[src/rtl/cam_stream_sequencer_pkg.sv]
// Shared types and constants for the camera FIFO to AXI4-Stream video sequencer.
// Field offsets are given relative to the pixel width so every DATA_W shares one word layout.
package cam_stream_sequencer_pkg;

  typedef enum logic [1:0] {
    StIdle   = 2'd0,
    StSync   = 2'd1,
    StVblank = 2'd2,
    StActive = 2'd3
  } state_e;

  localparam int unsigned DEF_DATA_W   = 16;
  localparam int unsigned DEF_H_ACTIVE = 640;
  localparam int unsigned DEF_V_ACTIVE = 480;
  localparam int unsigned DEF_CNT_W    = 10;

  // FIFO word is {vsync, href, pixel[DATA_W-1:0]}
  localparam int unsigned VSYNC_BIT = DEF_DATA_W + 1;
  localparam int unsigned HREF_BIT  = DEF_DATA_W;

  function automatic int unsigned vsync_bit(input int unsigned data_w);
    return data_w + 1;
  endfunction

  function automatic int unsigned href_bit(input int unsigned data_w);
    return data_w;
  endfunction

endpackage

[src/rtl/cam_stream_sequencer_if.sv]
// AXI4-Stream video channel carrying pixels, start-of-frame (tuser) and end-of-line (tlast).
interface cam_stream_sequencer_if
  import cam_stream_sequencer_pkg::*;
#(
  parameter int unsigned DATA_W = DEF_DATA_W
);

  logic [DATA_W-1:0] tdata;
  logic              tvalid;
  logic              tready;
  logic              tuser;
  logic              tlast;

  modport master (output tdata, output tvalid, output tuser, output tlast, input tready);
  modport slave  (input tdata, input tvalid, input tuser, input tlast, output tready);

endinterface

[src/rtl/cam_stream_sequencer_axis_out_reg.sv]
// Single-stage AXI4-Stream output register: loads a beat, holds it while stalled,
// and drops tvalid on handshake unless a new beat replaces it in the same cycle.
module axis_out_reg
  import cam_stream_sequencer_pkg::*;
#(
  parameter int unsigned DATA_W = DEF_DATA_W
) (
  input  logic              clk,
  input  logic              aresetn,
  input  logic              load,
  input  logic [DATA_W-1:0] data,
  input  logic              user,
  input  logic              last,
  cam_stream_sequencer_if.master axis
);

  logic [DATA_W-1:0] tdata_q;
  logic              tvalid_q;
  logic              tuser_q;
  logic              tlast_q;

  always_ff @(posedge clk or negedge aresetn) begin
    if (!aresetn) begin
      tdata_q  <= '0;
      tvalid_q <= 1'b0;
      tuser_q  <= 1'b0;
      tlast_q  <= 1'b0;
    end else if (load) begin
      tdata_q  <= data;
      tvalid_q <= 1'b1;
      tuser_q  <= user;
      tlast_q  <= last;
    end else if (axis.tready) begin
      tvalid_q <= 1'b0;
    end
  end

  assign axis.tdata  = tdata_q;
  assign axis.tvalid = tvalid_q;
  assign axis.tuser  = tuser_q;
  assign axis.tlast  = tlast_q;

endmodule

[src/rtl/cam_stream_sequencer.sv]
// Locks onto vsync/href embedded in FWFT camera FIFO words and emits exactly
// H_ACTIVE x V_ACTIVE AXI4-Stream video beats per frame.
module cam_stream_sequencer
  import cam_stream_sequencer_pkg::*;
#(
  parameter int unsigned DATA_W   = DEF_DATA_W,
  parameter int unsigned H_ACTIVE = DEF_H_ACTIVE,
  parameter int unsigned V_ACTIVE = DEF_V_ACTIVE,
  parameter int unsigned CNT_W    = DEF_CNT_W
) (
  input  logic              clk,
  input  logic              aresetn,
  input  logic              enable,
  input  logic [DATA_W+1:0] fifo_dout,
  input  logic              fifo_empty,
  output logic              fifo_rd_en,
  cam_stream_sequencer_if.master m_axis_video,
  output logic              frame_done,
  output logic              frame_err,
  output logic [15:0]       frame_count,
  output logic              busy
);

  localparam int unsigned VsyncIdx = vsync_bit(DATA_W);
  localparam int unsigned HrefIdx  = href_bit(DATA_W);

  state_e            state_q;
  logic [CNT_W-1:0]  x_q, y_q;
  logic              done_pend_q;
  logic              frame_done_q, frame_err_q;
  logic [15:0]       frame_count_q;

  logic              vsync, href, pix_word, out_free, beat_acc;
  logic              load, trunc, line_end, frame_end;
  logic [CNT_W-1:0]  x_cur, y_cur;

  assign vsync    = fifo_dout[VsyncIdx];
  assign href     = fifo_dout[HrefIdx];
  assign pix_word = href && !vsync;
  assign out_free = !m_axis_video.tvalid || m_axis_video.tready;
  assign beat_acc = m_axis_video.tvalid && m_axis_video.tready;

  // A pixel waiting in VBLANK is left in the FIFO while a stalled beat still occupies the register
  always_comb begin
    fifo_rd_en = 1'b0;
    case (state_q)
      StSync:   fifo_rd_en = !fifo_empty;
      StVblank: fifo_rd_en = !fifo_empty && (!pix_word || out_free);
      StActive: fifo_rd_en = !fifo_empty && out_free;
      default:  fifo_rd_en = 1'b0;
    endcase
  end

  assign load  = fifo_rd_en && pix_word && (state_q == StVblank || state_q == StActive);
  assign trunc = fifo_rd_en && vsync && (state_q == StActive);

  // The first beat of a frame is loaded from VBLANK, where the position is implicitly (0,0)
  assign x_cur     = (state_q == StActive) ? x_q : '0;
  assign y_cur     = (state_q == StActive) ? y_q : '0;
  assign line_end  = (x_cur == CNT_W'(H_ACTIVE - 1));
  assign frame_end = line_end && (y_cur == CNT_W'(V_ACTIVE - 1));

  always_ff @(posedge clk or negedge aresetn) begin
    if (!aresetn) begin
      state_q       <= StIdle;
      x_q           <= '0;
      y_q           <= '0;
      done_pend_q   <= 1'b0;
      frame_done_q  <= 1'b0;
      frame_err_q   <= 1'b0;
      frame_count_q <= '0;
    end else begin
      frame_done_q <= 1'b0;
      frame_err_q  <= 1'b0;
      // The frame only counts once its final beat has left the output register
      if (done_pend_q && beat_acc) begin
        frame_done_q  <= 1'b1;
        frame_count_q <= frame_count_q + 16'd1;
        done_pend_q   <= 1'b0;
      end
      case (state_q)
        StIdle: if (enable) state_q <= StSync;
        StSync: if (fifo_rd_en && vsync) state_q <= StVblank;
        StVblank, StActive: begin
          if (trunc) begin
            frame_err_q <= 1'b1;
            x_q         <= '0;
            y_q         <= '0;
            state_q     <= enable ? StVblank : StIdle;
          end else if (load) begin
            if (frame_end) begin
              x_q         <= '0;
              y_q         <= '0;
              done_pend_q <= 1'b1;
              state_q     <= enable ? StSync : StIdle;
            end else if (line_end) begin
              x_q     <= '0;
              y_q     <= y_cur + CNT_W'(1);
              state_q <= StActive;
            end else begin
              x_q     <= x_cur + CNT_W'(1);
              y_q     <= y_cur;
              state_q <= StActive;
            end
          end
        end
        default: state_q <= StIdle;
      endcase
    end
  end

  axis_out_reg #(
    .DATA_W(DATA_W)
  ) u_out_reg (
    .clk     (clk),
    .aresetn (aresetn),
    .load    (load),
    .data    (fifo_dout[DATA_W-1:0]),
    .user    (state_q == StVblank),
    .last    (line_end),
    .axis    (m_axis_video)
  );

  assign frame_done  = frame_done_q;
  assign frame_err   = frame_err_q;
  assign frame_count = frame_count_q;
  assign busy        = (state_q != StIdle);

endmodule

[src/flat_wrapper.sv]
// flat-port wrapper written by rule: the top's interface ports become plain ports
module cam_stream_sequencer_flat import cam_stream_sequencer_pkg::*;
#(
  parameter int unsigned DATA_W   = DEF_DATA_W,
  parameter int unsigned H_ACTIVE = DEF_H_ACTIVE,
  parameter int unsigned V_ACTIVE = DEF_V_ACTIVE,
  parameter int unsigned CNT_W    = DEF_CNT_W
)
  (clk, aresetn, enable, fifo_dout, fifo_empty, fifo_rd_en, frame_done, frame_err, frame_count, busy, m_axis_video_tdata, m_axis_video_tvalid, m_axis_video_tuser, m_axis_video_tlast, m_axis_video_tready);
  cam_stream_sequencer_if #(.DATA_W(DATA_W)) m_axis_video_i ();
  input  logic clk;
  input  logic aresetn;
  input  logic enable;
  input  logic [DATA_W+1:0] fifo_dout;
  input  logic fifo_empty;
  output logic fifo_rd_en;
  output logic frame_done;
  output logic frame_err;
  output logic [15:0] frame_count;
  output logic busy;
  output wire logic [$bits(m_axis_video_i.tdata)-1:0] m_axis_video_tdata;
  output wire logic [$bits(m_axis_video_i.tvalid)-1:0] m_axis_video_tvalid;
  output wire logic [$bits(m_axis_video_i.tuser)-1:0] m_axis_video_tuser;
  output wire logic [$bits(m_axis_video_i.tlast)-1:0] m_axis_video_tlast;
  input wire logic [$bits(m_axis_video_i.tready)-1:0] m_axis_video_tready;
  assign m_axis_video_tdata = m_axis_video_i.tdata;
  assign m_axis_video_tvalid = m_axis_video_i.tvalid;
  assign m_axis_video_tuser = m_axis_video_i.tuser;
  assign m_axis_video_tlast = m_axis_video_i.tlast;
  assign m_axis_video_i.tready = m_axis_video_tready;
  cam_stream_sequencer #(.DATA_W(DATA_W), .H_ACTIVE(H_ACTIVE), .V_ACTIVE(V_ACTIVE), .CNT_W(CNT_W)) u_core (.clk(clk), .aresetn(aresetn), .enable(enable), .fifo_dout(fifo_dout), .fifo_empty(fifo_empty), .fifo_rd_en(fifo_rd_en), .m_axis_video(m_axis_video_i), .frame_done(frame_done), .frame_err(frame_err), .frame_count(frame_count), .busy(busy));
endmodule
[config.mk]
export PLATFORM = sky130hd
export DESIGN_NAME = cam_stream_sequencer_flat
export DESIGN_NICKNAME = d
export VERILOG_FILES = /design/src/rtl/cam_stream_sequencer_pkg.sv /design/src/rtl/cam_stream_sequencer_if.sv /design/src/rtl/cam_stream_sequencer_axis_out_reg.sv /design/src/rtl/cam_stream_sequencer.sv /design/src/flat_wrapper.sv
export SDC_FILE = /design/constraint.sdc
export NUM_CORES = 1
export LEC_CHECK = 0
export CORE_MARGIN = 2
export CORE_UTILIZATION = 30
export CTS_BUF_LIST = sky130_fd_sc_hd__clkbuf_4 sky130_fd_sc_hd__clkbuf_8
export DETAILED_ROUTE_END_ITERATION = 10
export GPL_ROUTABILITY_DRIVEN = 0
export PLACE_DENSITY_LB_ADDON = 0.25
export SYNTH_ARGS = -nofsm -noshare
export SYNTH_HDL_FRONTEND = slang
export SYNTH_SLANG_ARGS = --single-unit
[constraint.sdc]
create_clock -name clk -period 3.1 [get_ports clk]
set_clock_uncertainty 0.2 [all_clocks]
set_input_delay 0.775 -clock clk [delete_from_list [all_inputs] [get_ports clk]]
set_output_delay 0.775 -clock clk [all_outputs]
set_load 0.005 [all_outputs]
Word level (Yosys, flattened, before mapping). Cells that the tools add are included.

Flip-flop bits (word level): 60. Logic and storage cells: 75. Output and inout bits: 39.

Add/sub/neg operators: 3. Mux-type cells: 29. Equal/unequal tests: 8. Reduce and logical (&&, ||, !) cells: 24.

Operator list (number): $mux 10 (10); $add 10x1->10 const B (2); $add 16x1->16 const B (1); $mux 2 (6); $mux 1 (11); $eq 10x10->1 const B (1); $eq 10x9->1 const B (1); $logic_and 1x1->1 (10); $pmux 2 s3 (1); $reduce_bool 2->1 (3); $eq 2x2->1 const B (2); $logic_not 1->1 (4); $logic_or 1x1->1 (3); $ne 3x1->1 const B (1); $pmux 1 s3 (1); $reduce_and 3->1 (1); $eq 2x1->1 const B (1); $logic_not 2->1 (1); $ne 2x1->1 const B (1); $ne 2x2->1 const B (1); $reduce_and 2->1 (1); $reduce_or 2->1 (1).

Logic depth before layout (Yosys ltp).
Depth after elaboration: 11. Gate-level depth with buffers: 9. Gate-level depth less buffers: 7.

By module. From an unflattened synthesis, not the netlist that was laid out.

Cell total of the unflattened synthesis: 273. Area total of the unflattened synthesis: 2949.1 um^2.

Modules (own cells, without submodules): cam_stream_sequencer (cells an instance 232, area an instance 2193.4 um^2, sequential area each 1026.0 um^2, instances 1); axis_out_reg (cells an instance 41, area an instance 755.7 um^2, sequential area each 475.5 um^2, instances 1).

Worst setup path before layout. Ideal clock, no wire load.

Kind: in2out. From: input port fifo_dout[16]. To: output port fifo_rd_en. Stages on the path: 3. Slack: 699 ps. Arrival time: 1426 ps. Required time: 2125 ps. Path through: nor2b_1 nor2_1 o311a_1.

Cells in the longest elaborated chain, start to end: 5.

RTL lines: from (decl) (line flat_wrapper.sv:14) `input logic [DATA_W+1:0] fifo_dout;`; $logic_and 1x1->1 (line cam_stream_sequencer.sv:39) `assign pix_word = href && !vsync;`; $logic_not 1->1 (line cam_stream_sequencer.sv:48) `StVblank: fifo_rd_en = !fifo_empty && (!pix_word || out_free);`; $logic_or 1x1->1 (line cam_stream_sequencer.sv:48); $logic_and 1x1->1 (line cam_stream_sequencer.sv:48); $pmux 1 s3 (line cam_stream_sequencer.sv:46) `case (state_q)`; to (decl) (line flat_wrapper.sv:16) `output logic fifo_rd_en;`.

Every way passes these cells.

Worst setup path in the final report. Same ends and word-level chain as after synthesis.

==> flow_summary.ini <==
[setup_path]
critical_path.cell_chain = clkdlybuf4s50_1 -> nor2b_4 -> nor2_1 -> o311a_1 -> dlygate4sd2_1
cp-start-kind = primary input
worst-setup-path-type = in2out
cp_num_buf_inv = 2
endpoint_kind = primary output
r2r_cells = 7
rr_endpoint = u_core.y_q[3]$_DFFE_PN0P_
worstPathRequired_ns = 2.12
r2r_slack_ns = 0.50
worstPathArrival_ns = 2.03
crit_slowest_cell = clkdlybuf4s50_1
crit_family = buffers and inverters
cp_slowest_stage_delay_ns = 0.47
path_max_fanout = 2
reg2reg_from = u_core.state_q[1]$_DFFE_PN0P_

[place]
port_buffers = 61
dpl_cell_area_um2 = 3720
post-place-ws_ns = -0.209
dp.cells = 499
hpwl_mm = 4.99

[job]
max_cap_viol_count = 0

[routing]
vias = 2509
via_per_inst = 4.87
drc = 0
final_antenna_net_count = 0
first_pass_iters = 4
drt_wl_total_mm = 7.01
post_drt_wl_per_cell_um = 13.6
drtIter0Drc = 151

[power_and_ir_drop]
p_leak_nw = 1.75
p_per_area_nw_per_um2 = 582
vdd_drop_max_mv = 0.268

[timing]
rsz0062_at_grt = no
hold_viol_final = 0
worst_hold_slack_ns = 0.271
max_slew.worst_pin.slew_ns = 0.692
clock.fmax_ghz = 0.332
final-setup-viol-count = 0
drv_slew = 0
finalWorstSetupSlack_ns = 0.0919
layout_min_cycle_time_ns = 3.01
slew_headroom = 0.539
finalCritPeriodShare = 0.970

[logic_synthesis]
synth_edf_count = 0
ys_top_cells_by_area = dfrtp_1, nand2_1, xnor2_1, nand3_1, o21ai_0
synth_warnings = 0
synth_top_area_frac = 0.520
syn_avg_cell_area_um2 = 9.31
post-synth-top-count-cell = nand2_1
synth_flop_cell = dfrtp_1
async_reset_ff_frac = 1.00
syn_nets = 336
seq_area_frac_synth = 0.520
synth_cell_types = 43
synth_area_leader_cell = dfrtp_1
syn_area_um2 = 2890
synth_common_cells = nand2_1, dfrtp_1, nand3_1
yosys_register_bits = 60
netlist_instances = 310

[layout]
num-fill-cells = 937
final_cells = 515
drive_gt1_frac = 0.0959
antenna_cells_inserted = 0
layout.nets = 407
area_delta_synth_final_pct = 37.7
final_area_um2 = 3970

[cts]
cts_setup_buffers = 0
path_clk_slew_ns = 0.07
htreeDepth = 3
cts_num_sinks = 60
numCtsBuffers = 9
ctsRootBufferMaster = clkbuf_8
clock_latency_ns = 0.34
max-clock-path-buffers = 2
cts_tree = done

[floorplanning]
die-area_um2 = 10400
die_x_um = 102
num_io_pins = 62
start_util = 0.311
rows = 35
die_h_um = 102
core_um2 = 9280

[grt]
grt_usage = 0.141
overflow = 0
antenna_found_initial = 0
grt_max_degree = 33
grt_pass1_wl_mm = 11.6
grt_pass1_vias = 2402

[hold_path]
hold_path_class = in2async

[run_status]
status = finished clean
through the flow:
step | total power [mW] | util | setup TNS, ns
2_1_floorplan | 1.16 | - | 0
3_3_place_gp | 1.45 | 0.401 | -0.214
3_5_place_dp | 1.46 | 0.401 | -0.209
4_1_cts | 2.35 | 0.428 | 0
5_1_grt | 2.44 | 0.428 | 0
6_report | 2.31 | 0.428 | 0
area by class of cell:
cell class	count	area (um2)	share of cell area
Multi-Input combinational cell	226	1290	0.326
Tap cell	129	161	0.0406
Clock buffer	9	124	0.0312
Clock inverter	7	124	0.0312
Inverter	9	33.8	0.00850
Sequential cell	60	1500	0.378
Timing Repair Buffer	75	734	0.185
per-layer routing:
| metal | global-route usage | part of all wire |
|---|---|---|
| met4 | 0.0297 | 0.0074 |
| met1 | 0.190 | 0.46 |
| met3 | 0.0458 | 0.051 |
| met5 | 0 | 0 |
| met2 | 0.224 | 0.48 |
repair_timing:
| item | in CTS | in global routing |
|---|---|---|
| endpoints found under the setup margin | 1 | 1 |
| hold buffers | 0 | 0 |
| resized for setup | 3 | 0 |
| pin swaps | 0 | 1 |
how the worst max path moves through the flow:
stage,from,end,slack (ns),cells after the start
final,fifo_dout[16],fifo_rd_en,0.09,5
after global routing,m_axis_video_tready,fifo_rd_en,0.03,4
after CTS,fifo_dout[16],fifo_rd_en,0.06,5
after detailed placement,fifo_dout[16],fifo_rd_en,-0.21,5
after global placement,fifo_dout[16],fifo_rd_en,-0.21,5
after floorplan,fifo_dout[16],fifo_rd_en,0.70,3
where the power goes:
part | total, mW | switching [mW] | internal (mW)
sequential | 0.963 | 0.0881 | 0.875
clock | 0.871 | 0.332 | 0.539
combinational | 0.477 | 0.216 | 0.261
total | 2.31 | 0.636 | 1.68
registers in the layout, indices dropped and copies added (netlist names):
name	cells
u_core.done_pend_q	1
u_core.frame_count	16
u_core.frame_done	1
u_core.frame_err	1
u_core.state_q	2
u_core.u_out_reg.axis.tdata	16
u_core.u_out_reg.axis.tlast	1
u_core.u_out_reg.axis.tuser	1
u_core.u_out_reg.axis.tvalid	1
u_core.x_q	10
u_core.y_q	10
cell usage in the layout (no fill, tap or decap), drive strengths merged, types with 2 or more instances in the layout:
cell type	count
a31oi	3
nor2	7
nand3	24
clkbuf	9
xnor2	14
inv	10
and2	4
nor3	7
nor4	2
ha	3
o21ai	24
buf	15
dfrtp	60
xor2	3
nand2b	2
bufinv	3
a22o	2
a32o	3
clkdlybuf4s50	59
a41oi	2
nand2	76
a21oi	7
clkinv	2
nor2b	3
and3	11
o31ai	5
nand4	10
logic make-up (layout without fill, tap and decap cells):
group	after synthesis	in the layout	share of synthesized area
compound gates	55	55	0.124
simple gates	150	150	0.254
flops	60	60	0.520
buf+inv	24	100	0.0338
xor+xnor	17	17	0.0516
fa+ha+maj	3	3	0.0130
mux	1	1	0.00390
Note: power is estimated with default switching activity, not from simulation.
